===== src/rtl/hpm_event_collector.sv =====
// hpm_event_collector
//   Serialises per-cycle event increments (several occurrences of one event
//   may arrive in the same cycle) into a one-pulse-per-cycle event vector
//   for the HPM counters. Each event has a saturating backlog counter.
//   Any loss caused by saturation can be flagged in a sticky per-event bit.
//
//   Optional feature macro: HPM_EVT_LOST_TRACK_EN
//     defined   -> lost_o flags are tracked and cleared by lost_clr_i
//     undefined -> lost_o tied to 0, lost_clr_i ignored (loss is silent)
//
// Ports
//   clk_i        clock, rising edge
//   rst_i        asynchronous active-high reset
//   event_inc_i  packed increments; field j-1 carries the count for event j
//   clear_i      synchronous discard of all backlogs and pending pulses
//   lost_clr_i   synchronous clear of all lost_o flags
//   events_o     registered one-cycle event pulses, bit j for event j
//   lost_o       sticky per-event loss flag
//   busy_o       registered; high while any backlog is nonzero

// Per-event backlog lane.
module hpm_evt_lane #(
  parameter int INC_WIDTH  = 2,
  parameter int PEND_WIDTH = 4
) (
  input  logic                 clk_i,
  input  logic                 rst_i,
  input  logic [INC_WIDTH-1:0] inc_i,
  input  logic                 clear_i,
  input  logic                 lost_clr_i,
  output logic                 evt_o,
  output logic                 lost_o,
  output logic                 pend_nz_o
);
  localparam logic [PEND_WIDTH-1:0] PEND_MAX = {PEND_WIDTH{1'b1}};

  logic [PEND_WIDTH-1:0] pend_q, pend_d;
  logic [PEND_WIDTH:0]   total, total_m1;
  logic                  sat, evt_d;

  // total is one bit wider than pend so pend + inc never wraps.
  always_comb begin
    total    = {1'b0, pend_q} + (PEND_WIDTH+1)'(inc_i);
    total_m1 = total - 1'b1;
    sat      = !clear_i && (total != '0) && (total_m1 > {1'b0, PEND_MAX});
    evt_d    = !clear_i && (total != '0);
    pend_d   = '0;
    if (!clear_i && total != '0)
      pend_d = sat ? PEND_MAX : total_m1[PEND_WIDTH-1:0];
  end

  assign pend_nz_o = |pend_d;

  always_ff @(posedge clk_i or posedge rst_i) begin
    if (rst_i) begin
      pend_q <= '0;
      evt_o  <= 1'b0;
    end else begin
      pend_q <= pend_d;
      evt_o  <= evt_d;
    end
  end

`ifdef HPM_EVT_LOST_TRACK_EN
  // A saturation in the same cycle as lost_clr_i wins over the clear.
  always_ff @(posedge clk_i or posedge rst_i) begin
    if (rst_i)           lost_o <= 1'b0;
    else if (sat)        lost_o <= 1'b1;
    else if (lost_clr_i) lost_o <= 1'b0;
  end
`else
  logic unused_lost;
  assign unused_lost = lost_clr_i ^ sat;
  assign lost_o      = 1'b0;
`endif
endmodule

module hpm_event_collector #(
  parameter int HPM_NUM_EVENTS = 28,
  parameter int INC_WIDTH      = 2,
  parameter int PEND_WIDTH     = 4
) (
  input  logic                                clk_i,
  input  logic                                rst_i,
  input  logic [HPM_NUM_EVENTS*INC_WIDTH-1:0] event_inc_i,
  input  logic                                clear_i,
  input  logic                                lost_clr_i,
  output logic [HPM_NUM_EVENTS:1]             events_o,
  output logic [HPM_NUM_EVENTS:1]             lost_o,
  output logic                                busy_o
);
  logic [HPM_NUM_EVENTS:1] pend_nz;

  for (genvar j = 1; j <= HPM_NUM_EVENTS; j++) begin : g_lane
    hpm_evt_lane #(
      .INC_WIDTH  (INC_WIDTH),
      .PEND_WIDTH (PEND_WIDTH)
    ) u_lane (
      .clk_i      (clk_i),
      .rst_i      (rst_i),
      .inc_i      (event_inc_i[j*INC_WIDTH-1 -: INC_WIDTH]),
      .clear_i    (clear_i),
      .lost_clr_i (lost_clr_i),
      .evt_o      (events_o[j]),
      .lost_o     (lost_o[j]),
      .pend_nz_o  (pend_nz[j])
    );
  end

  // busy reflects the backlog state after this cycle's update.
  always_ff @(posedge clk_i or posedge rst_i) begin
    if (rst_i) busy_o <= 1'b0;
    else       busy_o <= |pend_nz;
  end
endmodule


===== config.mk =====
export PLATFORM = sky130hd
export DESIGN_NAME = hpm_event_collector
export DESIGN_NICKNAME = d
export VERILOG_FILES = /design/src/rtl/hpm_event_collector.sv
export SDC_FILE = /design/constraint.sdc
export NUM_CORES = 1
export LEC_CHECK = 0
export CAP_MARGIN = 10
export CORE_MARGIN = 2
export CORE_UTILIZATION = 40
export CTS_BUF_LIST = sky130_fd_sc_hd__clkbuf_8
export DETAILED_ROUTE_END_ITERATION = 16
export PLACE_DENSITY = 0.67
export SLEW_MARGIN = 20
export SYNTH_ARGS = -nofsm -noshare
export SYNTH_HDL_FRONTEND = slang
export SYNTH_SLANG_ARGS = --single-unit
export TNS_END_PERCENT = 100

===== constraint.sdc =====
create_clock -name clk_i -period 4.9 [get_ports clk_i]
set_clock_uncertainty 0.2 [all_clocks]
set_input_delay 0.49 -clock clk_i [delete_from_list [all_inputs] [get_ports clk_i]]
set_output_delay 0.49 -clock clk_i [all_outputs]
set_load 0.02 [all_outputs]

==> results.md <==
Power and ir drop:
- The share of total power in the clock network is 0.099.
- The net switching share of the total power is 0.479.
- Across the VDD grid, the largest voltage drop is 0.182 mV.
- The internal power of the cells totals 4.30 mW.
- The combinational share of power is 0.659.
- The share of total power dissipated in sequential elements is 0.242.
- The analysis attributes to cell leakage a power of 5.95 nW.
- The switching component of the power is 3.95 mW.
- The total power per unit cell area is 629 nW/µm².

Synthesis:
- Synthesis produced 1,331 cells.
- The number of enable-type register cells in the synthesized netlist is 0.
- The average size of a mapped cell is 8.95 µm².
- For this run, the leading register cell type out of synthesis is dfrtp_1.
- Of the synthesized area, sequential elements account for 0.296.
- The summed instance area of the synthesized netlist is roughly 12,000 µm².
- After synthesis the netlist holds a flip-flop and latch count of 141.
- The total of warnings raised by yosys is 0.
- The count of distinct cell types in the synthesized netlist is about 90.
- The async set or reset register ratio after synthesis is 1.00.

Timing:
- Setup repair after global routing left no endpoint under its margin.
- Dividing the final minimum period by the clock period gives 0.842.
- The final count of pins violating max slew is 0.
- The final worst hold slack is between 0.3 and 0.4 ns.
- Setup total negative slack on the finished layout was measured at 0 ns.
- Setup violations remaining at the end of the flow were counted as 0.
- Headroom to the max-slew limit came out at 0.392.
- The slew of the pin with the lowest slew margin is 0.913 ns.
- The number of failing hold endpoints at the final stage came to 0.
- The clock period could shrink to 4.12 ns.
- For this run, the top clock speed supported by timing is between 200 and 250 MHz.

Finish:
- The layout overhead on the synthesized area is 10.0%.
- Of the cells placed in the final design, the portion with a size suffix greater than 1 is 0.0660.
- After the flow finishes, the layout carries non-filler instances totaling 1,769.
- The antenna diode instance count is 0.
- Leaving out fill and tap cells, the most frequent cells in the layout are 141 x a21oi_1, 141 x dfrtp_1, 116 x inv_1.
- After the last flow step, the layout net total stands at 1,568.

Setup path:
- In this run the worst path has a maximum fanout of 6.
- The worst path arrival time is 4.24 ns.
- The worst setup path is of the in -> reg kind.
- STA classifies the critical path endpoint as a flip-flop.
- The type of origin of the critical path is a primary input.
- Data on the critical path is required at its endpoint by 5.02 ns.

Global route:
- Across every metal layer, demand over resource in global routing totals 0.177.
- The first global-routing pass estimated 44,900 µm of wire.
- The pin count of the biggest net entering global routing is 93.
- In the global route stage, met2 resource usage came out at 0.294.
- The met1 track demand over resource is 0.235.
- The number of antenna violations at the first check in global routing is 0.
- The total overflow left after global routing is 0.
- The global routing's busiest layer is met2.
- The met3 global-route usage is 0.0275.
- The number of global-route vias before repair is 9,302.

Route:
- In this run the remaining antenna-violating nets after routing total 0.
- The detailed-router iteration count before antenna repair is 5.
- The first-iteration detailed-routing DRC count is 659.
- The via count normalized by instance count is between 5 and 6.
- In the routed design, unresolved DRC markers number 0.
- Dividing the detail-routed wire length by the instance count gives 15.4 µm.
- The total detailed-routing wirelength is 27,200 µm.
- The via count is 9,897.

Clock network:
- The H-tree was split into 4 levels.
- The clock drives 141 sinks.
- The TritonCTS clock tree is yes.
- The number of resized instances in the post-cts repair step is 0.
- The number of hold buffers added after CTS was 0.
- The number of buffers created by CTS is 17.
- The clock tree root driver cell is clkbuf_8.
- The later pin in the worst-skew pair is clocked with a latency of 0.45 ns.
- After clock tree synthesis, the clock-pin slew on the worst setup and hold paths is roughly 0.08 ns.
- The worst-case clock buffer depth is 2.
- The post-CTS setup buffer count is 0.

Floorplan:
- The number of placement rows is 63.
- The horizontal die dimension is between 150 and 200 µm.
- The area of the core is 29,500 µm².
- The die area is ~31,000 µm².
- The effective utilization at floorplan is 0.404.
- The die is 177 µm tall.
- The top-level I/O count is approximately 120.

Status:
- The flow ran to the end, and the final reports show no timing, DRC or antenna violations.

Placed design:
- The final estimated routing congestion in global placement is 0.878.
- Input and output buffers added on the ports amount to 87.
- The final HPWL from detailed placement is between 20,000 and 25,000 µm.
- In this run, placement finished with an instance count of 1,739.

Worst hold path:
- In this run the worst hold path is classified as in -> async.

Run:
- The number of max-cap violations is 0.
## cell usage after synthesis (13+ instances only)
library cell,n,area share
nand3_1,17,0.0071
a21oi_1,141,0.059
clkbuf_1,29,0.0091
mux2_2,19,0.018
a211oi_1,21,0.013
ha_1,112,0.12
a21o_1,23,0.014
nand2b_1,27,0.014
buf_4,58,0.037
and2_1,13,0.0068
nor2_1,89,0.028
nor4b_1,15,0.011
buf_2,14,0.0059
xor2_1,19,0.014
dfrtp_1,141,0.30
nand2_1,40,0.013
nor2b_1,27,0.014
nor3_1,13,0.0055
a31oi_1,50,0.026
inv_1,115,0.036
o21ai_0,60,0.025
fa_1,28,0.047
## layout make-up
class / count / area, µm²
multi-input combinational: 991 / 7380
inverter: 121 / 463
sequential: 141 / 3530
tap: 390 / 488
timing repair buffer: 96 / 938
fill: 2817 / 16400
clock inverter: 11 / 55.1
clock buffer: 19 / 262
## cell families after synthesis
logic type               count (synthesis)  synth area share
flip-flops                             141             0.296
adder cells (fa/ha/maj)                140             0.165
multiplexers                            32            0.0291
other                                    1          0.000315
AO/OA/AOI/OAI                          428             0.234
AND/OR/NAND/NOR                        335             0.163
XOR/XNOR                                28            0.0206
buffers and inverters                  226            0.0931
## path summary, 6_finish.rpt
path,cells past startpoint,slack (ns),from,end
worst max-delay path,12,0.78,event_inc_i[2],busy_o$_DFF_PP0_
worst min-delay path,2,0.37,rst_i,g_lane[3].u_lane.evt_o$_DFF_PP0_
worst max register to register,11,0.89,g_lane[2].u_lane.pend_q[0]$_DFF_PP0_,busy_o$_DFF_PP0_
worst min register to register,2,0.39,g_lane[3].u_lane.pend_q[0]$_DFF_PP0_,g_lane[3].u_lane.pend_q[0]$_DFF_PP0_
max in group asynchronous,3,3.22,rst_i,g_lane[16].u_lane.pend_q[1]$_DFF_PP0_
min in group clk_i,2,0.39,g_lane[3].u_lane.pend_q[0]$_DFF_PP0_,g_lane[3].u_lane.pend_q[0]$_DFF_PP0_
## sequential cells by signal (all words and copies together), names as in the netlist
| name | count |
|---|---|
| busy_o | 1 |
| g_lane.u_lane.evt_o | 28 |
| g_lane.u_lane.pend_q | 112 |
## per-layer routing
metal	vias to the layer above	share of wire
met3	45	0.038
met4	0	0.027
li1	4862	-
met5	-	0
met2	250	0.47
met1	4740	0.46
## power groups by stage
stage / clock (mW) / combinational (mW) / sequential [mW]
6_report: 0.815 / 5.44 / 2.00
5_1_grt: 0.893 / 6.13 / 2.07
4_1_cts: 0.849 / 5.43 / 1.99
3_5_place_dp: 0 / 5.39 / 2.01
3_3_place_gp: 0 / 5.22 / 1.99
2_1_floorplan: 0 / 4.41 / 1.82
## worst max-delay path: stages
cell and delay (ns):
clkdlybuf4s50_1 0.46, ha_1 0.21, fa_1 0.46, inv_1 0.10
ha_1 0.29, mux2_1 0.35, a31oi_1 0.26, a31oi_1 0.17
or4_1 0.55, nor4_1 0.37, nand4_1 0.12, or4_1 0.41
## per-stage QoR
step	power, mW	instance area, µm²	utilization	worst slack (ns)
final	8.25	13100	0.445	0.776
after global placement	7.21	12800	0.434	0.369
after floorplan	6.24	12000	-	0.429
after detailed placement	7.40	12800	0.434	0.325
after global routing	9.09	13100	0.445	0.570
after CTS	8.27	13100	0.445	0.784
Power figures use the tool's default switching activity.
